File: src/rtl/seq_divider_if.sv
`default_nettype none
// ============================================================================
// Module      : seq_divider_if
// Description : Handshake and data bundle between an ALU controller and the
//               sequential signed divider.
//               master : controller side (drives start/a/b)
//               slave  : divider side (drives busy/done/q/r/dbz/oflow)
//               start        request pulse, sampled only while idle
//               a, b         signed dividend / divisor
//               busy, done   operation in flight / one-cycle result strobe
//               q, r         signed quotient / remainder
//               dbz, oflow   divide-by-zero / quotient-overflow flags
// Revision    : 1.0 - initial release
// ============================================================================
interface seq_divider_if #(
  parameter int WIDTH = 4
);
  logic             start;
  logic [WIDTH-1:0] a;
  logic [WIDTH-1:0] b;
  logic             busy;
  logic             done;
  logic [WIDTH-1:0] q;
  logic [WIDTH-1:0] r;
  logic             dbz;
  logic             oflow;

  modport master (
    output start, a, b,
    input  busy, done, q, r, dbz, oflow
  );

  modport slave (
    input  start, a, b,
    output busy, done, q, r, dbz, oflow
  );
endinterface
`default_nettype wire

File: src/rtl/seq_divider.sv
`default_nettype none
// ============================================================================
// Module      : seq_divider
// Description : Multi-cycle signed restoring divider, one quotient bit per
//               clock. Works on operand magnitudes, then applies sign
//               correction so the quotient truncates toward zero and the
//               remainder carries the sign of the dividend.
//               clk   rising-edge clock
//               rst   synchronous active-high reset
//               bus   seq_divider_if.slave (start/a/b in,
//                     busy/done/q/r/dbz/oflow out)
// Revision    : 1.0 - initial release
// ============================================================================
module seq_divider #(
  parameter int WIDTH = 4
) (
  input  wire logic     clk,
  input  wire logic     rst,
  seq_divider_if.slave  bus
);

  localparam int CNT_W = (WIDTH > 2) ? $clog2(WIDTH) : 1;

  localparam logic [1:0] IDLE = 2'd0;
  localparam logic [1:0] CALC = 2'd1;
  localparam logic [1:0] FIX  = 2'd2;
  localparam logic [1:0] DONE = 2'd3;

  localparam logic [WIDTH-1:0] c_min     = {1'b1, {(WIDTH-1){1'b0}}};
  localparam logic [WIDTH-1:0] c_neg_one = {WIDTH{1'b1}};

  logic [1:0]       r_state;
  logic [1:0]       w_state_nxt;
  logic [CNT_W-1:0] r_cnt;

  logic [WIDTH-1:0] r_a;       // latched signed operands
  logic [WIDTH-1:0] r_b;
  logic [WIDTH-1:0] r_dvd;     // |a| shifting out MSB-first, quotient bits shifting in
  logic [WIDTH-1:0] r_dvs;     // |b|
  logic [WIDTH-1:0] r_rem;     // partial remainder magnitude

  logic [WIDTH-1:0] r_q;
  logic [WIDTH-1:0] r_r;
  logic             r_dbz;
  logic             r_oflow;

  logic             w_busy;
  logic             w_done;

  // Magnitudes as unsigned WIDTH-bit values: the most negative operand
  // negates to itself, which reads correctly as 2^(WIDTH-1) unsigned.
  logic [WIDTH-1:0] w_abs_a;
  logic [WIDTH-1:0] w_abs_b;
  assign w_abs_a = bus.a[WIDTH-1] ? (~bus.a + 1'b1) : bus.a;
  assign w_abs_b = bus.b[WIDTH-1] ? (~bus.b + 1'b1) : bus.b;

  // One restoring step. The partial remainder is always below |b| (at most
  // 2^(WIDTH-1)), so after a successful trial subtract the result fits in
  // WIDTH bits and modular WIDTH-bit subtraction is exact.
  logic [WIDTH:0]   w_shift;
  logic             w_ge;
  logic [WIDTH-1:0] w_sub;
  assign w_shift = {r_rem, r_dvd[WIDTH-1]};
  assign w_ge    = (w_shift >= {1'b0, r_dvs});
  assign w_sub   = w_shift[WIDTH-1:0] - r_dvs;

  logic w_neg_q;
  logic w_neg_r;
  logic w_ovf;
  assign w_neg_q = r_a[WIDTH-1] ^ r_b[WIDTH-1];
  assign w_neg_r = r_a[WIDTH-1];
  assign w_ovf   = (r_a == c_min) && (r_b == c_neg_one);

  // State register
  always_ff @(posedge clk) begin
    if (rst) begin
      r_state <= IDLE;
    end else begin
      r_state <= w_state_nxt;
    end
  end

  // Next-state logic
  always_comb begin
    w_state_nxt = r_state;
    case (r_state)
      IDLE: begin
        if (bus.start) begin
          w_state_nxt = (bus.b == '0) ? DONE : CALC;
        end
      end
      CALC: begin
        if (r_cnt == '0) begin
          w_state_nxt = FIX;
        end
      end
      FIX:     w_state_nxt = DONE;
      DONE:    w_state_nxt = IDLE;
      default: w_state_nxt = IDLE;
    endcase
  end

  // Output decode (state only, so no input reaches an output combinationally)
  always_comb begin
    w_busy = 1'b0;
    w_done = 1'b0;
    case (r_state)
      CALC, FIX: w_busy = 1'b1;
      DONE: begin
        w_busy = 1'b1;
        w_done = 1'b1;
      end
      default: begin
        w_busy = 1'b0;
        w_done = 1'b0;
      end
    endcase
  end

  // Datapath. Published results only move on the edge that enters DONE.
  always_ff @(posedge clk) begin
    if (rst) begin
      r_cnt   <= '0;
      r_a     <= '0;
      r_b     <= '0;
      r_dvd   <= '0;
      r_dvs   <= '0;
      r_rem   <= '0;
      r_q     <= '0;
      r_r     <= '0;
      r_dbz   <= 1'b0;
      r_oflow <= 1'b0;
    end else begin
      case (r_state)
        IDLE: begin
          if (bus.start) begin
            r_a   <= bus.a;
            r_b   <= bus.b;
            r_dvd <= w_abs_a;
            r_dvs <= w_abs_b;
            r_rem <= '0;
            r_cnt <= CNT_W'(WIDTH - 1);
            if (bus.b == '0) begin
              r_q     <= c_neg_one;
              r_r     <= bus.a;
              r_dbz   <= 1'b1;
              r_oflow <= 1'b0;
            end
          end
        end
        CALC: begin
          r_rem <= w_ge ? w_sub : w_shift[WIDTH-1:0];
          r_dvd <= {r_dvd[WIDTH-2:0], w_ge};
          r_cnt <= r_cnt - 1'b1;
        end
        FIX: begin
          // Overflow case wraps naturally: |q| = 2^(WIDTH-1), no negation.
          r_q     <= w_neg_q ? (~r_dvd + 1'b1) : r_dvd;
          r_r     <= w_neg_r ? (~r_rem + 1'b1) : r_rem;
          r_dbz   <= 1'b0;
          r_oflow <= w_ovf;
        end
        default: ;
      endcase
    end
  end

  assign bus.busy  = w_busy;
  assign bus.done  = w_done;
  assign bus.q     = r_q;
  assign bus.r     = r_r;
  assign bus.dbz   = r_dbz;
  assign bus.oflow = r_oflow;

endmodule
`default_nettype wire
File: src/flat_wrapper.sv
// flat-port wrapper written by rule: the top's interface ports become plain ports
module seq_divider_flat 
#(
  parameter int WIDTH = 4
)
  (clk, rst, bus_start, bus_a, bus_b, bus_busy, bus_done, bus_q, bus_r, bus_dbz, bus_oflow);
  seq_divider_if #(.WIDTH(WIDTH)) bus_i ();
  input  wire logic clk;
  input  wire logic rst;
  input wire logic [$bits(bus_i.start)-1:0] bus_start;
  input wire logic [$bits(bus_i.a)-1:0] bus_a;
  input wire logic [$bits(bus_i.b)-1:0] bus_b;
  output wire logic [$bits(bus_i.busy)-1:0] bus_busy;
  output wire logic [$bits(bus_i.done)-1:0] bus_done;
  output wire logic [$bits(bus_i.q)-1:0] bus_q;
  output wire logic [$bits(bus_i.r)-1:0] bus_r;
  output wire logic [$bits(bus_i.dbz)-1:0] bus_dbz;
  output wire logic [$bits(bus_i.oflow)-1:0] bus_oflow;
  assign bus_i.start = bus_start;
  assign bus_i.a = bus_a;
  assign bus_i.b = bus_b;
  assign bus_busy = bus_i.busy;
  assign bus_done = bus_i.done;
  assign bus_q = bus_i.q;
  assign bus_r = bus_i.r;
  assign bus_dbz = bus_i.dbz;
  assign bus_oflow = bus_i.oflow;
  seq_divider #(.WIDTH(WIDTH)) u_core (.clk(clk), .rst(rst), .bus(bus_i));
endmodule
File: config.mk
export PLATFORM = sky130hd
export DESIGN_NAME = seq_divider_flat
export DESIGN_NICKNAME = d
export VERILOG_FILES = /design/src/rtl/seq_divider_if.sv /design/src/rtl/seq_divider.sv /design/src/flat_wrapper.sv
export SDC_FILE = /design/constraint.sdc
export NUM_CORES = 1
export LEC_CHECK = 0
export ABC_AREA = 1
export CORE_ASPECT_RATIO = 0.6
export CORE_MARGIN = 3
export CORE_UTILIZATION = 49
export CTS_CLUSTER_DIAMETER = 150
export DETAILED_ROUTE_END_ITERATION = 6
export PLACE_DENSITY_LB_ADDON = 0.15
export SKIP_CTS_REPAIR_TIMING = 1
export SYNTH_ARGS = -nofsm -noshare
export SYNTH_HDL_FRONTEND = slang
export SYNTH_SLANG_ARGS = --single-unit
File: constraint.sdc
create_clock -name clk -period 1.4 [get_ports clk]
set_input_delay 0.28 -clock clk [delete_from_list [all_inputs] [get_ports clk]]
set_output_delay 0.28 -clock clk [all_outputs]
set_load 0.01 [all_outputs]
Yosys cells after proc, flatten, opt, wreduce, memory -nomap -nowiden:

Cells that the tools add are included.

* flip-flop bits (word level): 34
* input bits: 11
* output and inout bits: 12
* word-level logic and storage cells: 71

* add/subtract/negate cells: 6
* $lt $le $gt $ge: 1
* eq/ne operators: 8
* mux-type cells: 29
* bitwise operators: 5
* reductions and logical operators: 11

Operators with widths (count)
* 4-bit 2-to-1 mux: 11
* 4-bit one-hot mux with 2 select lines: 4
* 4-bit by 1-bit adder with 4-bit output, second input constant: 4
* 4-bit NOT: 4
* 4-bit == test, second input constant: 2
* 2-bit 2-to-1 mux: 4
* 2-bit one-hot mux with 4 select lines: 1
* 1-bit 2-to-1 mux: 6
* 2-bit AND reduction: 3
* 5-bit by 4-bit greater-or-equal comparator with 1-bit output: 1
* 2-bit == test, second input constant: 2
* 2-bit logical NOT: 2
* 4-bit logical NOT: 1
* 2-bit by 1-bit != test with 1-bit output, second input constant: 2
* 1-bit one-hot mux with 2 select lines: 2
* 2-bit one-hot mux with 2 select lines: 1
* 2-bit nonzero test: 2
* 4-bit subtractor: 1
* 3-bit AND reduction: 1
* 3-bit OR reduction: 1
* 2-bit by 1-bit == test with 1-bit output, second input constant: 1
* 2-bit != test, second input constant: 1
* 2-bit by 1-bit subtractor with 2-bit output, second input constant: 1
* 1-bit logical AND: 1
* 1-bit bitwise XOR: 1

Depth between registers and ports, before layout:

Gate-level depths: netlist (run 1).

* depth after elaboration: 5
* depth in mapped cells: 11
* mapped depth without buffers: 11

Least setup slack after synthesis (run 1):

Ideal clock, no wire load.

* kind: flip-flop to flip-flop
* from: register u_core.r_dvs[2]
* to: register u_core.r_dvd[0]
* library setup time: 132 ps
* arrival time: 1372 ps
* setup slack: -104 ps
* stages on the path, launching flop included: 9
* path buffers: 0
* period minus slack after synthesis: 1504 ps
* cells stage by stage: dfxtp_1 -> inv_1 -> ha_1 -> a21oi_1 -> nand2_1 -> nand2_1 -> nand2_1 -> o21ai_0 -> a21oi_1

* cells in the longest elaborated chain, start to end: 2

Ends and longest elaborated chain
* from (decl): RTL line seq_divider.sv:39 `logic [WIDTH-1:0] r_dvs;`
* from (signal assigned): RTL line seq_divider.sv:140 `r_dvs <= w_abs_b;`
* 5-bit by 4-bit greater-or-equal comparator with 1-bit output: RTL line seq_divider.sv:64 `assign w_ge = (w_shift >= {1'b0, r_dvs});`
* 4-bit one-hot mux with 2 select lines: RTL line seq_divider.sv:134 `case (r_state)`
* to (signal assigned): RTL line seq_divider.sv:139 `r_dvd <= w_abs_a;`
* to (signal assigned): RTL line seq_divider.sv:153 `r_dvd <= {r_dvd[WIDTH-2:0], w_ge};`
* to (decl): RTL line seq_divider.sv:38 `logic [WIDTH-1:0] r_dvd;`

No other way between the ends.
A chain may end at the register's enable or synchronous reset.

Worst setup path in the final report (run 1):

* from: register u_core.r_state[1]
* to: register u_core.r_r[3], in the netlist u_core.bus.r[3]

* cells in the longest elaborated chain, start to end: 3

Ends and longest elaborated chain
* from (decl): RTL line seq_divider.sv:32 `logic [1:0] r_state;`
* from (signal assigned): RTL line seq_divider.sv:79 `r_state <= w_state_nxt;`
* 2-bit logical NOT / 2-bit == test (equally long branches): RTL line seq_divider.sv:134
* 2-bit by 1-bit != test with 1-bit output (no line) (tied with other cells)
* 3-bit AND reduction (no line)
* to (signal assigned): RTL line seq_divider.sv:145 `r_r <= bus.a;`
* to (signal assigned): RTL line seq_divider.sv:159 `r_r <= w_neg_r ? (~r_rem + 1'b1) : r_rem;`
* to (decl): RTL line seq_divider.sv:43 `logic [WIDTH-1:0] r_r;`

Parallel ways exist; a longest one is shown, timed or not.

==> metrics.csv, run 1 <==
metric,value,unit
outcome,"complete, but fails checks",
failing checks,setup timing,
drt drc,0,
maximum vdd drop,1720,uV
Root Driver,clkbuf_8,
post-DP HPWL,3.719,mm
Syn Std Cell Area,1793,sq um
Mapped Cells,249,
hold depth,2,
Placement Rows,16,
I/O Buffers,22,
Sw Ratio,43.90,%
Synth warnings,0,
via count,2025,
initial core utilization,53.00,%
Final Setup Violations,16,
die area,4445,sq um
Reg power frac,22.9,%
Final Wtd Congestion,0.9257,
Clk pwr share,14.8,%
post-DR wirelength/cell,16.88,microns
Crit Reg-Reg Startpoint,u_core.r_state[1]$_SDFFE_PP0P_,
Post-Route WL,6.127,mm
Worst-path clk slew,70,ps
pwr/cell area,2281,nW/um^2
Sink Count,33,
die width,84.10,microns
Yosys reg bits,33,
Final Max Tran Viols,0,
Layout area overhead,57.43,%
routed vias/inst,5.579,
max_slew headroom,73.48,%
Hold Crit Class,flip-flop to flip-flop,
FF-to-FF setup slack,-80,ps
total core area,3383,sq um
Non-Filler Instances,363,
global-route wire length before repair,8.107,mm
cts bufs inserted,5,
post-synthesis sequential area ratio,36.85,%
Setup Skew,5.287,ps
syn_area_per_cell,7.201,sq um
"Net Count, Synth",275,
MaxCap Viol Count,0,
reg2reg path depth,7,
P_sw,2.826,mW
# diodes,0,
CP max stage delay,360,ps
"Hold Vio Cnt, Final",0,
Hold EP,u_core.r_dvs[3]$_SDFFE_PP0P_,
GRT Residual Overflow,0,
nets,343,
Yosys cell types,29,
Min-Delay Startpoint,u_core.r_dvs[3]$_SDFFE_PP0P_,
die height,52.86,microns
initial drt markers,188,
Crit Path Category,flip-flop to flip-flop,
Tmin final,1476,ps
pin count of the biggest net entering global routing,16,
post-route clock period utilization,105.4,%
Critical-path top delay cell,dfxtp_2,
CP startpoint,u_core.r_state[1]$_SDFFE_PP0P_,
maximum clock path buffer count,2,
CP Max Fanout,6,
combinational share of power,62.3,%
Tot GR Track Use,23.72,%
Post-Place Cells,352,
CTS tree,built,
Fillers,199,
RSZ-0062 raised after global routing,true,
Ports,23,
H-tree Lvls,2,
crit path DAT,1710,ps
Worst R2R End,u_core.bus.r[3]$_SDFFE_PP0P_,
"antenna viol nets, final",0,
vias in the first global route,1679,
Worst-Margin Slew,397.3,ps
CP most frequent cell,buf_6,
Worst Path Required,1630,ps
LEAKAGE,1.380,nW
WHS,468.9,ps
FMAX,677.7,MHz
Int Power,3.612,mW
Final WS setup,-75.58,ps
crit path launch type,flip-flop,
cell chain of the critical path,inv_2 > ha_4 > buf_6 > o21ai_4 > buf_6 > nand3_4 > a21oi_2,
Clock Latency Late Sink,290,ps
initial antenna violation count,0,
share of post-route cells with drive strength above 1,38.99,%
DRT Pass-1 Iters,4,
Critical Path End Type,flip-flop,
==> power groups by stage <==
| stage | Clock (mW) | Combinational (mW) | Sequential, mW |
|---|---|---|---|
| floorplan | 0 | 1.62 | 1.44 |
| global placement | 0 | 2.86 | 1.43 |
| detailed placement | 0 | 2.93 | 1.43 |
| CTS | 0.944 | 2.96 | 1.41 |
| global route | 0.989 | 4.31 | 1.50 |
| finish | 0.955 | 4.01 | 1.47 |
==> cells by family (layout without fill, tap and decap cells) <==
logic type | after synthesis | after routing | share of synthesized area, %
buf+inv | 45 | 114 | 9.979
xor+xnor | 4 | 4 | 1.954
fa+ha+maj | 15 | 15 | 10.89
flops | 33 | 33 | 36.85
simple gates | 87 | 87 | 20.45
compound gates | 65 | 65 | 19.89
==> cell type report <==
class                   count  area, sq um  share of cell area (%)
repair buffers             67        615.6                   21.81
well taps                  45        56.30                   1.995
flip-flops and latches     33        669.4                   23.71
multi-input cells         171         1214                   43.00
inverters                  39        151.4                   5.363
clock buffers               7        86.33                   3.059
clock inverters             1        30.03                   1.064
==> worst max-delay path: cells and delay by family, from the launching register on <==
kind	cells	cell delay (ps)
AOI/OAI and AO/OA	2	380
and+or+nand+nor	1	100
buffers and inverters	3	400
DFF	1	360
adders and majority gates	1	180
==> registers in the layout, indices dropped and copies added, names as in the netlist <==
name,count
u_core.bus.r,4
u_core.r_dvs,4
u_core.r_dvd,4
u_core.r_rem,4
u_core.r_state,2
u_core.bus.q,4
u_core.bus.oflow,1
u_core.bus.dbz,1
u_core.r_b,3
u_core.r_a,4
u_core.r_cnt,2
==> per-stage QoR <==
step	utilization, %	setup slack (ps)	power, mW	TNS [ps]	area [sq um]
2_1_floorplan	-	-29.37	3.057	-29.37	1818
3_3_place_gp	70.64	-244.7	4.287	-3738	2390
3_5_place_dp	70.64	-300.6	4.362	-4615	2390
4_1_cts	74.08	-377.7	5.314	-2848	2506
5_1_grt	83.43	-143.6	6.798	-1431	2823
6_report	83.43	-75.58	6.438	-627.6	2823
==> layout by cell type (no fill, tap or decap), types with 2 or more instances in the layout <==
master and instances:
o211ai_1 2, nor3_1 2, buf_6 6, clkdlybuf4s50_1 10, dlymetal6s2s_1 11, o21ai_2 6
inv_1 27, nor2_2 3, dfxtp_1 26, a31oi_1 5, nand2_1 35, nand3_1 9
a211oi_1 2, buf_4 38, inv_2 10, ha_2 2, ha_4 4, o21ai_1 7
dfxtp_2 7, xnor2_1 2, nand2_2 8, nor2_1 12, clkbuf_8 6, inv_4 2
a21oi_1 19, o21ai_0 10, ha_1 8, nand2_4 4, a21oi_2 9, nand3_2 9
==> synthesized netlist by cell type <==
cell	count	area, sq um
nand2_1	46	172.7
inv_1	36	135.1
dfxtp_1	33	660.6
a21oi_1	29	145.1
o21ai_0	20	100.1
nand3_1	19	95.09
nor2_1	15	56.30
ha_1	14	175.2
a31oi_1	5	31.28
clkbuf_1	3	11.26
inv_2	3	11.26
a211oi_1	2	15.01
buf_2	2	10.01
nor3_1	2	10.01
o211ai_1	2	15.01
o21ai_1	2	10.01
o21ai_2	2	17.52
xnor2_1	2	17.52
xor2_1	2	17.52
a221oi_1	1	8.760
buf_6	1	11.26
fa_1	1	20.02
nand2_2	1	6.260
nand3b_1	1	7.510
nand4_1	1	6.260
nor2_2	1	6.260
nor4_1	1	6.260
o21a_1	1	7.510
o22ai_1	1	6.260
==> routing by layer <==
| metal | GRT usage, % | wire length [microns] |
|---|---|---|
| met5 | 0 | 0 |
| met4 | 5.348 | 176 |
| met3 | 7.621 | 557 |
| met2 | 33.77 | 2531 |
| met1 | 34.47 | 2862 |
==> worst max path at each step <==
stage	cells past startpoint	endpoint
after floorplan	8	u_core.r_dvd[0]$_SDFFE_PP0P_
after CTS	4	bus_busy
after global routing	10	u_core.r_rem[2]$_SDFFE_PP0P_
after detailed placement	8	u_core.bus.q[1]$_SDFFE_PP0P_
after global placement	8	u_core.bus.q[2]$_SDFFE_PP0P_
final	7	u_core.bus.r[3]$_SDFFE_PP0P_
No activity file was read; power rests on OpenSTA's default activity.
==> inputs of run 2 (changes only) <==
- TNS_END_PERCENT: unset -> 50
==> metrics.csv, run 2 (synthesis gave the netlist of run 1 again) <==
metric,value,unit,change
Final WS setup,-149.7,ps,was -75.58 ps
Worst-Margin Slew,578.9,ps,was 397.3 ps
maximum clock path buffer count,2,,unchanged
CP max stage delay,470,ps,was 360 ps
Placement Rows,16,,unchanged
post-route clock period utilization,110.7,%,was 105.4%
H-tree Lvls,2,,unchanged
pin count of the biggest net entering global routing,16,,unchanged
Hold EP,u_core.r_dvs[3]$_SDFFE_PP0P_,,unchanged
PnR Total Power,6.434,mW,was 6.438 mW
drt drc,0,,unchanged
Tmin final,1550,ps,was 1476 ps
initial antenna violation count,0,,unchanged
Final Setup Violations,12,,was 16
die height,52.86,microns,unchanged
Tot GR Track Use,23.72,%,unchanged
post-DR wirelength/cell,16.97,microns,was 16.88 microns
Hold Crit Class,flip-flop to flip-flop,,unchanged
routed vias/inst,5.579,,unchanged
Ports,23,,unchanged
nets,343,,unchanged
GRT Residual Overflow,0,,unchanged
Int Power,3.604,mW,was 3.612 mW
reg2reg path depth,6,,was 7
hold depth,2,,unchanged
global-route wire length before repair,8.107,mm,unchanged
Worst R2R End,u_core.bus.r[1]$_SDFFE_PP0P_,,was u_core.bus.r[3]$_SDFFE_PP0P_
Post-Place Cells,352,,unchanged
Reg power frac,22.8,%,was 22.9%
WHS,469.9,ps,was 468.9 ps
die area,4445,sq um,unchanged
Min-Delay Startpoint,u_core.r_dvs[3]$_SDFFE_PP0P_,,unchanged
P_sw,2.830,mW,was 2.826 mW
Final Wtd Congestion,0.9257,,unchanged
post-DP HPWL,3.719,mm,unchanged
Final Max Tran Viols,0,,unchanged
Crit Path Category,flip-flop to flip-flop,,unchanged
most frequent cells in the layout,"buf_4 (38), nand2_1 (35), inv_1 (27)",,unchanged
vias in the first global route,1679,,unchanged
I/O Buffers,22,,unchanged
"antenna viol nets, final",0,,unchanged
Sw Ratio,43.98,%,was 43.90%
CP Max Fanout,6,,unchanged
combinational share of power,62.5,%,was 62.3%
initial drt markers,152,,was 188
Fillers,192,,was 199
die width,84.10,microns,unchanged
Critical-path top delay cell,o21ai_0,,was dfxtp_2
Non-Filler Instances,363,,unchanged
Sink Count,33,,unchanged
total core area,3383,sq um,unchanged
Worst Path Required,1620,ps,was 1630 ps
failing checks,setup timing,,unchanged
CP most frequent cell,buf_4,,was buf_6
DRT Pass-1 Iters,4,,unchanged
maximum vdd drop,1384,uV,was 1720 uV
crit path launch type,flip-flop,,unchanged
# diodes,0,,unchanged
Clock Latency Late Sink,290,ps,about the same
Post-Route WL,6.159,mm,was 6.127 mm
FF-to-FF setup slack,-150,ps,was -80 ps
outcome,"complete, but fails checks",,unchanged
initial core utilization,53.00,%,unchanged
Critical Path End Type,flip-flop,,unchanged
Root Driver,clkbuf_8,,unchanged
Setup Skew,6.871,ps,was 5.287 ps
MaxCap Viol Count,0,,unchanged
cell chain of the critical path,buf_4 > ha_2 > buf_4 > o21ai_0 > nand2_4 > a21oi_2,,was inv_2 > ha_4 > buf_6 > o21ai_4 > buf_6 > nand3_4 > a21oi_2
RSZ-0062 raised after global routing,true,,unchanged
"Hold Vio Cnt, Final",0,,unchanged
pwr/cell area,2280,nW/um^2,was 2281 nW/um^2
Worst-path clk slew,70,ps,about the same
CTS tree,built,,unchanged
LEAKAGE,1.379,nW,was 1.380 nW
"most common cell after layout, fill and taps aside",buf_4,,unchanged
via count,2025,,unchanged
cts bufs inserted,5,,unchanged
max_slew headroom,61.00,%,was 73.48%
FMAX,645.3,MHz,was 677.7 MHz
Clk pwr share,14.7,%,was 14.8%
share of post-route cells with drive strength above 1,38.99,%,unchanged
Crit Reg-Reg Startpoint,u_core.r_state[1]$_SDFFE_PP0P_,,unchanged
crit path DAT,1770,ps,was 1710 ps
Layout area overhead,57.36,%,was 57.43%
run 2: worst max-delay path by stage:
stage | start | endpoint | slack [ps] | cells past startpoint
global placement | bus_b[1] | u_core.bus.q[2]$_SDFFE_PP0P_ | -240 | 8
finish | u_core.r_state[1]$_SDFFE_PP0P_ | u_core.bus.r[1]$_SDFFE_PP0P_ | -150 | 6
floorplan | u_core.r_dvs[2]$_SDFFE_PP0P_ | u_core.r_dvd[0]$_SDFFE_PP0P_ | -30 | 8
CTS | u_core.r_state[1]$_SDFFE_PP0P_ | bus_busy | -380 | 4
global route | u_core.r_state[1]$_SDFFE_PP0P_ | u_core.bus.r[1]$_SDFFE_PP0P_ | -260 | 6
detailed placement | bus_start | u_core.bus.q[1]$_SDFFE_PP0P_ | -300 | 8
run 2: worst max-delay path, delay by kind of cell, from the launching register on:
kind                     cells  cell delay [ps]
buffers and inverters        2              290
flip-flops                   1              340
AND/OR/NAND/NOR              1               70
AO/OA/AOI/OAI                2              610
adder cells (fa/ha/maj)      1              170
run 2: power groups by stage:
| stage | logic (mW) | registers [mW] | clock network (mW) |
|---|---|---|---|
| 6_report | 4.02 | 1.47 | 0.945 |
| 5_1_grt | 4.36 | 1.50 | 0.980 |
| 4_1_cts | 2.96 | 1.41 | 0.944 |
| 3_5_place_dp | 2.93 | 1.43 | 0 |
| 3_3_place_gp | 2.86 | 1.43 | 0 |
| 2_1_floorplan | 1.62 | 1.44 | 0 |
run 2: per-stage QoR:
| stage | cell area [sq um] | util (%) | setup TNS (ps) | worst slack [ps] |
|---|---|---|---|---|
| after detailed placement | 2390 | 70.64 | -4615 | -300.6 |
| after floorplan | 1818 | - | -29.37 | -29.37 |
| after CTS | 2506 | 74.08 | -2848 | -377.7 |
| after global placement | 2390 | 70.64 | -3738 | -244.7 |
| final | 2821 | 83.40 | -649.6 | -149.7 |
| after global routing | 2821 | 83.40 | -1631 | -262.9 |
run 2: area by class of cell:
type | count | area, sq um | area share, %
multi-input combinational | 171 | 1215 | 43.06
clock inverter | 1 | 30.03 | 1.064
inverter | 39 | 148.9 | 5.277
sequential | 33 | 669.4 | 23.73
timing repair buffer | 67 | 615.6 | 21.82
tap | 45 | 56.30 | 1.996
clock buffer | 7 | 86.33 | 3.060
run 2: per-layer routing:
layer	routed length [microns]	global-route usage [%]	up-vias
met2	2628	33.77	110
met4	187	5.348	0
met3	500	7.621	22
met5	0	0	-
li1	-	-	958
met1	2843	34.47	935
==> inputs of run 3 (changes only) <==
- ABC_CLOCK_PERIOD_IN_PS: unset -> 1400
- MAX_ROUTING_LAYER: unset -> met4
==> metrics.csv, run 3 (synthesis gave the netlist of run 1 again) <==
metric,value,unit,change
Critical Path End Type,flip-flop,,unchanged
global-route wire length before repair,8.079,mm,was 8.107 mm
CP startpoint,u_core.r_state[1]$_SDFFE_PP0P_,,unchanged
routed vias/inst,5.475,,was 5.579
RSZ-0062 raised after global routing,true,,unchanged
WL met2,2.408,mm,was 2.628 mm
initial antenna violation count,0,,unchanged
maximum vdd drop,1296,uV,was 1384 uV
H-tree Lvls,2,,unchanged
Worst-Margin Slew,395.8,ps,was 578.9 ps
LEAKAGE,1.375,nW,was 1.379 nW
total core area,3383,sq um,unchanged
PnR Total Power,6.318,mW,was 6.434 mW
Ports,23,,unchanged
Root Driver,clkbuf_8,,unchanged
I/O Buffers,22,,unchanged
vias in the first global route,1674,,"was 1,679"
Final Setup Violations,13,,was 12
via count,1993,,"was 2,025"
"Hold Vio Cnt, Final",0,,unchanged
Tot GR Track Use,24.05,%,was 23.72%
Sink Count,33,,unchanged
Fillers,195,,was 192
cell chain of the critical path,inv_2 > ha_4 > nand2_4 > inv_2 > nand3_2 > o21ai_4 > inv_4 > nor2_4 > a31oi_1,,was buf_4 > ha_2 > buf_4 > o21ai_0 > nand2_4 > a21oi_2
maximum clock path buffer count,2,,unchanged
Min-Delay Startpoint,u_core.r_dvs[3]$_SDFFE_PP0P_,,unchanged
Worst-path clk slew,70,ps,about the same
CP Max Fanout,5,,was 6
initial drt markers,172,,was 152
WL met1,2.703,mm,was 2.843 mm
Critical-path top delay cell,dfxtp_2,,was o21ai_0
pwr/cell area,2247,nW/um^2,was 2280 nW/um^2
top sig layer,met4,,unchanged
"most common cell after layout, fill and taps aside",buf_4,,unchanged
FF-to-FF setup slack,-50,ps,was -150 ps
failing checks,setup timing,,unchanged
crit path launch type,flip-flop,,unchanged
Tmin final,1448,ps,was 1550 ps
Hold Crit Class,flip-flop to flip-flop,,unchanged
Worst Path Required,1570,ps,was 1620 ps
post-DP HPWL,3.719,mm,unchanged
FMAX,690.5,MHz,was 645.3 MHz
crit path DAT,1620,ps,was 1770 ps
Placement Rows,16,,unchanged
Post-Route WL,5.702,mm,was 6.159 mm
CP Buf/Inv Count,3,,was 2
# diodes,0,,unchanged
post-DR wirelength/cell,15.66,microns,was 16.97 microns
share of post-route cells with drive strength above 1,37.30,%,was 38.99%
die width,84.10,microns,unchanged
Multi-input gate area,1197,sq um,was 1215 sq um
post-route clock period utilization,103.4,%,was 110.7%
Layout area overhead,56.80,%,was 57.36%
Seq. cell area,670.6,sq um,was 669.4 sq um
Crit Reg-Reg Startpoint,u_core.r_state[1]$_SDFFE_PP0P_,,unchanged
routed wl met3,475,microns,was 500 microns
die height,52.86,microns,unchanged
Final Wtd Congestion,0.9421,,was 0.9257
CP most frequent cell,inv_2,,was buf_4
"antenna viol nets, final",0,,unchanged
DRT Pass-1 Iters,4,,unchanged
drt drc,0,,unchanged
GRT Residual Overflow,0,,unchanged
Clock Latency Late Sink,290,ps,about the same
max_slew headroom,73.58,%,was 61.00%
outcome,"complete, but fails checks",,unchanged
cts bufs inserted,5,,unchanged
CP max stage delay,340,ps,was 470 ps
Final WS setup,-48.18,ps,was -149.7 ps
nets,344,,was 343
Crit Path Category,flip-flop to flip-flop,,unchanged
most frequent cells in the layout,"buf_4 (40), nand2_1 (39), inv_1 (28)",,"was buf_4 (38), nand2_1 (35), inv_1 (27)"
Setup Skew,2.477,ps,was 6.871 ps
initial core utilization,53.00,%,unchanged
WHS,468.2,ps,was 469.9 ps
family with the most delay on the worst path,flip-flops,,was compound AO/OA/AOI/OAI gates
Final Max Tran Viols,0,,unchanged
CTS tree,built,,unchanged
MaxCap Viol Count,0,,unchanged
die area,4445,sq um,unchanged
pin count of the biggest net entering global routing,16,,unchanged
final core occ,83.10,%,was 83.40%
-- run 3: path summary, 6_finish.rpt --
check | end | cells past startpoint
max | u_core.bus.q[1]$_SDFFE_PP0P_ | 9
min | u_core.r_dvs[3]$_SDFFE_PP0P_ | 2
max reg2reg | u_core.bus.q[1]$_SDFFE_PP0P_ | 9
min reg2reg | u_core.r_dvs[3]$_SDFFE_PP0P_ | 2
-- run 3: worst min-delay path: stages (launching register included) --
cell and delay, ps:
dfxtp_1 310, nand2_1 60, a21oi_1 60
-- run 3: metrics by stage --
step	TNS, ps	std cells	cell area (sq um)	setup slack [ps]
detailed placement	-4615	352	2390	-300.6
global placement	-3738	352	2390	-244.7
finish	-324.2	364	2811	-48.18
floorplan	-29.37	249	1818	-29.37
global route	-1513	364	2811	-126.7
CTS	-2848	360	2506	-377.7
-- run 3: routing by layer --
metal | GRT usage [%] | vias up
met3 | 4.821 | 19
met2 | 34.03 | 83
met5 | - | -
li1 | - | 962
met4 | 6.417 | 0
met1 | 34.75 | 929
-- run 3: area by class of cell --
cell class                 instances  share of cell area (%)
multi-input combinational        171                   42.59
inverter                          39                   5.385
clock inverter                     1                   1.068
timing repair buffer              68                   22.03
clock buffer                       7                   3.071
tap                               45                   2.003
sequential                        33                   23.85
-- run 3: power by group --
group	internal (mW)	switching [mW]	total (mW)	leakage [nW]
logic	1.76	2.15	3.91	1.04
registers	1.25	0.221	1.47	0.274
clock network	0.580	0.365	0.946	0.0585
==> variant 1, RTL diff (config.mk and constraints of run 3) <==
Make the reset (`rst`) asynchronous in 2 clocked blocks. Comments in the files are not updated.
--- a/src/rtl/seq_divider.sv
+++ b/src/rtl/seq_divider.sv
@@ -72,7 +72,7 @@
   assign w_ovf   = (r_a == c_min) && (r_b == c_neg_one);
 
   // State register
-  always_ff @(posedge clk) begin
+  always_ff @(posedge clk or posedge rst) begin
     if (rst) begin
       r_state <= IDLE;
     end else begin
@@ -118,7 +118,7 @@
   end
 
   // Datapath. Published results only move on the edge that enters DONE.
-  always_ff @(posedge clk) begin
+  always_ff @(posedge clk or posedge rst) begin
     if (rst) begin
       r_cnt   <= '0;
       r_a     <= '0;
Formal check against the unedited RTL: differs if rst is asserted again (counterexample within 4 cycles, from zero or initial values and one cycle with rst high); with rst held inactive, the same outputs for 10 cycles.
==> variant 1 against run 3 <==
- the run still ends with negative setup slack left
- via count shrank 7.3%
- design area grew 0.58%
- final cell count shrank 3.6%
- wire length shrank 4.8%
- core utilization shrank 1.9 points
- sequential cell count is the same
- critical path depth is the same
- total power grew 15%
- area after synthesis grew 6.6%
- clock power shrank 26%
- setup slack lost 0.035 ns
==> variant 1: results (changes against run 3) <==
Worst hold path type: in -> async
Yosys warnings: 0 (unchanged)
Slowest CP cell: dfrtp_1
Routed len/inst: 15.46 um (-1.3%)
Yosys cell types: 28 (-3.4%)
Worst slack, placed: -0.2851 ns (+0.01543 ns)
Cell class contributing the biggest share of worst-path delay: flip-flops
Outcome: complete, but fails checks
First-pass GRT wire length: 7.845 mm (-2.9%)
Routability Congestion: 0.9328 (-0.99%)
Vias: 1847 (-7.3%)
Largest net degree at the start of global routing: 34 (+18)
GRT Total Usage: 23.15% (-0.90 points)
CTS Buffer Depth: 2 (unchanged)
Post-Synth XOR/XNOR Area: 2.292% (+0.34 points)
Area contributors post-synth: dfrtp_1, nand2_1, ha_1
Number of global-route vias before repair: 1615 (-3.5%)
Register area share after synthesis: 43.22% (+6.4 points)
Reg clk slew, reported paths: 0.07 ns (about the same)
Drt pass-1 iters: 4 (unchanged)
Arrival @ worst endpoint: 1.67 ns (+0.05 ns)
Root Driver: clkbuf_8
Ant diodes: 0 (unchanged)
Dpl cell area: 2421 um^2 (+1.3%)
Skew final: 0.003325 ns (+0.0008480 ns)
PnR worst setup slack: -0.08333 ns (-0.03515 ns)
Setup TNS Final: -0.5331 ns (-0.2089 ns)
Peak VDD IR: 1.433 mV (+11%)
Max incr delay on CP: 0.41 ns (+0.07 ns)
Asr flop ratio synth: 100.0% (+100 points)
Syn_nets: 269 (-2.2%)
Worst-path fanout max: 3 (-2)
Dominant synthesized flop cell: dfrtp_1
Drt initial violations: 113 (-34%)
Nets: 331 (-3.8%)
Switching power share of the total: 45.09% (+1.9 points)
Worst r2r dst: u_core.r_rem[2]
Critical path startpoint: u_core.r_dvs[2]
Top cells by count, synth: nand2_1, inv_1, dfrtp_1
Layout cells sized above 1: 31.05% (-6.3 points)
Num CTS Buffers: 5 (unchanged)
Total leakage power: 1.466 nW (+6.7%)
R2r setup slk: -0.08 ns (-0.04 ns)
Final setup violation count: 10 (-3)
Violated checks: negative setup slack
Worst reg2reg path depth: 9 (unchanged)
Multiplexer share of the synthesized area: 0% (unchanged)
Compound-cell area share of the yosys netlist: 11.98% (-7.9 points)
Placed wire-length estimate: 3.565 mm (-4.1%)
Fillcell total: 207 (+6.2%)
Post-Synth Adder-Cell Area: 10.22% (-0.67 points)
Slew headroom: 76.93% (+3.3 points)
[variant 1: power groups by stage]
| stage | combinational (W) | sequential, W | clock (W) |
|---|---|---|---|
| final | 0.00481 | 0.00175 | 0.000702 |
| after global routing | 0.00532 | 0.00179 | 0.000750 |
| after CTS | 0.00366 | 0.00169 | 0.000712 |
| after detailed placement | 0.00364 | 0.00170 | 0 |
| after global placement | 0.00354 | 0.00169 | 0 |
| after floorplan | 0.00215 | 0.00171 | 0 |
[variant 1: stage by stage]
step	hold WS (ns)	total power, W	instances
final	0.3423	0.007267	351
after global routing	0.3698	0.007865	351
after CTS	0.3387	0.006061	345
after detailed placement	0.4654	0.005339	337
after global placement	0.4552	0.005234	337
after floorplan	0.4089	0.003859	243
[variant 1: metal layers]
metal	routed length, um	GRT usage [%]	up-vias
li1	-	-	906
met2	2413	31.35	58
met5	0	-	-
met3	369	5.865	9
met4	94	6.218	0
met1	2549	34.02	874
[variant 1: cell type report]
cell class | count | area, um^2 | area share [%]
multi-input combinational | 169 | 1151 | 40.71
sequential | 33 | 827.0 | 29.25
timing repair buffer | 59 | 569.3 | 20.13
inverter | 37 | 143.9 | 5.088
clock buffer | 8 | 80.08 | 2.832
tap | 45 | 56.30 | 1.991
[variant 1: kinds of logic (layout without fill, tap and decap cells)]
group | Yosys count | in the layout
flip-flops | 33 | 33
AO/OA/AOI/OAI | 40 | 40
XOR/XNOR | 5 | 5
AND/OR/NAND/NOR | 109 | 109
buffers and inverters | 41 | 104
adder cells (fa/ha/maj) | 15 | 15
[variant 1: worst min-delay path: stages]
cell,delay (ns)
clkdlybuf4s50_1,0.40
inv_1,0.10
buf_12,0.21
[variant 1: worst max path at each step]
stage | endpoint | slack [ns] | depth (start not counted)
after CTS | bus_busy | -0.38 | 4
after detailed placement | u_core.bus.q[0] | -0.29 | 8
after global routing | u_core.r_rem[2] | -0.15 | 9
final | u_core.r_rem[2] | -0.08 | 9
after global placement | u_core.bus.q[1] | -0.25 | 8
after floorplan | u_core.r_rem[2] | 0.01 | 7
==> variant 2, RTL diff (config.mk and constraints of run 3) <==
Without the edit above. `WIDTH` is set to 4 in 3 places; all go to 8.
--- a/src/rtl/seq_divider_if.sv
+++ b/src/rtl/seq_divider_if.sv
@@ -13,7 +13,7 @@
 // Revision    : 1.0 - initial release
 // ============================================================================
 interface seq_divider_if #(
-  parameter int WIDTH = 4
+  parameter int WIDTH = 8
 );
   logic             start;
   logic [WIDTH-1:0] a;
--- a/src/rtl/seq_divider.sv
+++ b/src/rtl/seq_divider.sv
@@ -12,7 +12,7 @@
 // Revision    : 1.0 - initial release
 // ============================================================================
 module seq_divider #(
-  parameter int WIDTH = 4
+  parameter int WIDTH = 8
 ) (
   input  wire logic     clk,
   input  wire logic     rst,
--- a/src/flat_wrapper.sv
+++ b/src/flat_wrapper.sv
@@ -1,7 +1,7 @@
 // flat-port wrapper written by rule: the top's interface ports become plain ports
 module seq_divider_flat 
 #(
-  parameter int WIDTH = 4
+  parameter int WIDTH = 8
 )
   (clk, rst, bus_start, bus_a, bus_b, bus_busy, bus_done, bus_q, bus_r, bus_dbz, bus_oflow);
   seq_divider_if #(.WIDTH(WIDTH)) bus_i ();
Ports: changed (resized bus_a, bus_b, bus_q and bus_r); port bits go from 23 to 39. The function was not compared with the original's and may differ.
==> variant 2 against run 3 <==
- the run still ends with negative setup slack left
- wire length up 120%
- via count up 110%
- area after synthesis up 100%
- sequential cell count up 29
- clock skew up 0.0026 ns
- fmax down 18%
- count of clock-buffer cells in the layout up 2
- total power rose to 2.5 times the old value
- global-route usage up 3.3 points
- combinational power rose to 2.8 times the old value
- die area up 91%
- setup slack worse by 0.31 ns
- design area up 110%
- critical path type unchanged
- critical endpoint is now u_core.r_rem[7]
- largest cell class unchanged
- highest routed layer unchanged
==> variant 2: results (changes against run 3) <==
Peak VDD IR: 1.773 mV (+37%)
Post-Synth XOR/XNOR Area: 2.908% (+0.95 points)
Yosys cell types: 36 (+24%)
Worst reg2reg path depth: 11 (+2)
Worst r2r dst: u_core.r_rem[7]
First-pass GRT wire length: 17.62 mm (+120%)
Post-Synth Adder-Cell Area: 7.130% (-3.8 points)
H-tree depth: 3 (+1)
Drt pass-1 iters: 6 (+2)
Worst slack, placed: -0.5089 ns (-0.2084 ns)
Total leakage power: 2.818 nW (+100%)
Register area share after synthesis: 34.34% (-2.5 points)
Worst Max-Slew Pin Slew: 0.6049 ns (+0.2091 ns)
Hold path cells: 4 (+2)
Reg clk slew, reported paths: 0.05 ns (-0.02 ns)
Worst hold path type: in -> reg
Clk Latency, worst-skew pair: 0.33 ns (+0.04 ns)
PnR worst setup slack: -0.3609 ns (-0.3127 ns)
Placed wire-length estimate: 8.297 mm (+120%)
Layout cells sized above 1: 38.12% (+0.82 points)
Worst hold path startpoint: bus_b[0]
R2r startpoint: u_core.r_dvs[3]
Outcome: complete, but fails checks
Final setup violation count: 40 (+27)
Vias: 4258 (+110%)
Compound-cell area share of the yosys netlist: 19.73% (-0.16 points)
PortBufs: 38 (+73%)
Violated checks: negative setup slack
Area contributors post-synth: dfxtp_1, nand2_1, a21oi_1
Nets: 695 (+100%)
Skew final: 0.005054 ns (+0.002578 ns)
==> variant 2: metal layers <==
metal	vias up	GRT usage, %	wire (um)
met3	23	5.583	1287
met2	232	38.31	5644
li1	1998	-	-
met5	-	-	0
met4	0	6.616	247
met1	2005	40.30	5576
==> variant 2: area by class of cell <==
cell class | count | area, um^2
clock buffer | 9 | 225.2
clock inverter | 7 | 73.82
fill | 397 | 1077
inverter | 76 | 307.8
multi-input combinational | 364 | 2504
sequential | 62 | 1255
tap | 87 | 108.9
timing repair buffer | 143 | 1355
==> variant 2: critical path: stages (launching register included) <==
cell and delay [ns]:
dfxtp_1 0.33, inv_2 0.06, ha_4 0.28, nand2_4 0.06, inv_4 0.06, nand4_1 0.12
nand2_2 0.12, nand2_4 0.11, buf_4 0.17, nand3_1 0.09, nand3_1 0.13, a21oi_2 0.16
==> variant 2: where the power goes <==
group	total (W)	switching (W)	internal (W)
clock	0.00221	0.000833	0.00138
sequential	0.00276	0.000420	0.00234
combinational	0.0110	0.00609	0.00488
==> variant 2: logic make-up (layout without fill, tap and decap cells) <==
group / Yosys count / in the layout
simple gates: 202 / 202
fa+ha+maj: 20 / 20
compound gates: 130 / 130
flops: 62 / 62
buf+inv: 95 / 235
xor+xnor: 12 / 12
==> variant 2: worst max path at each step <==
stage	end	slack [ns]	cells after the start
floorplan	u_core.r_rem[7]	-0.13	12
global placement	u_core.bus.q[2]	-0.47	12
detailed placement	u_core.bus.q[4]	-0.51	12
CTS	u_core.r_rem[1]	-0.45	11
global route	u_core.r_rem[7]	-0.43	11
finish	u_core.r_rem[7]	-0.36	11
==> variant 2: through the flow <==
step	std cells	area, um^2	util, %	hold slack, ns
3_3_place_gp	716	4761	68.93	0.4596
3_5_place_dp	716	4761	68.93	0.4675
6_report	748	5829	84.40	0.4306
4_1_cts	732	5060	73.26	0.4805
2_1_floorplan	521	3676	-	0.4223
5_1_grt	748	5829	84.40	0.4686
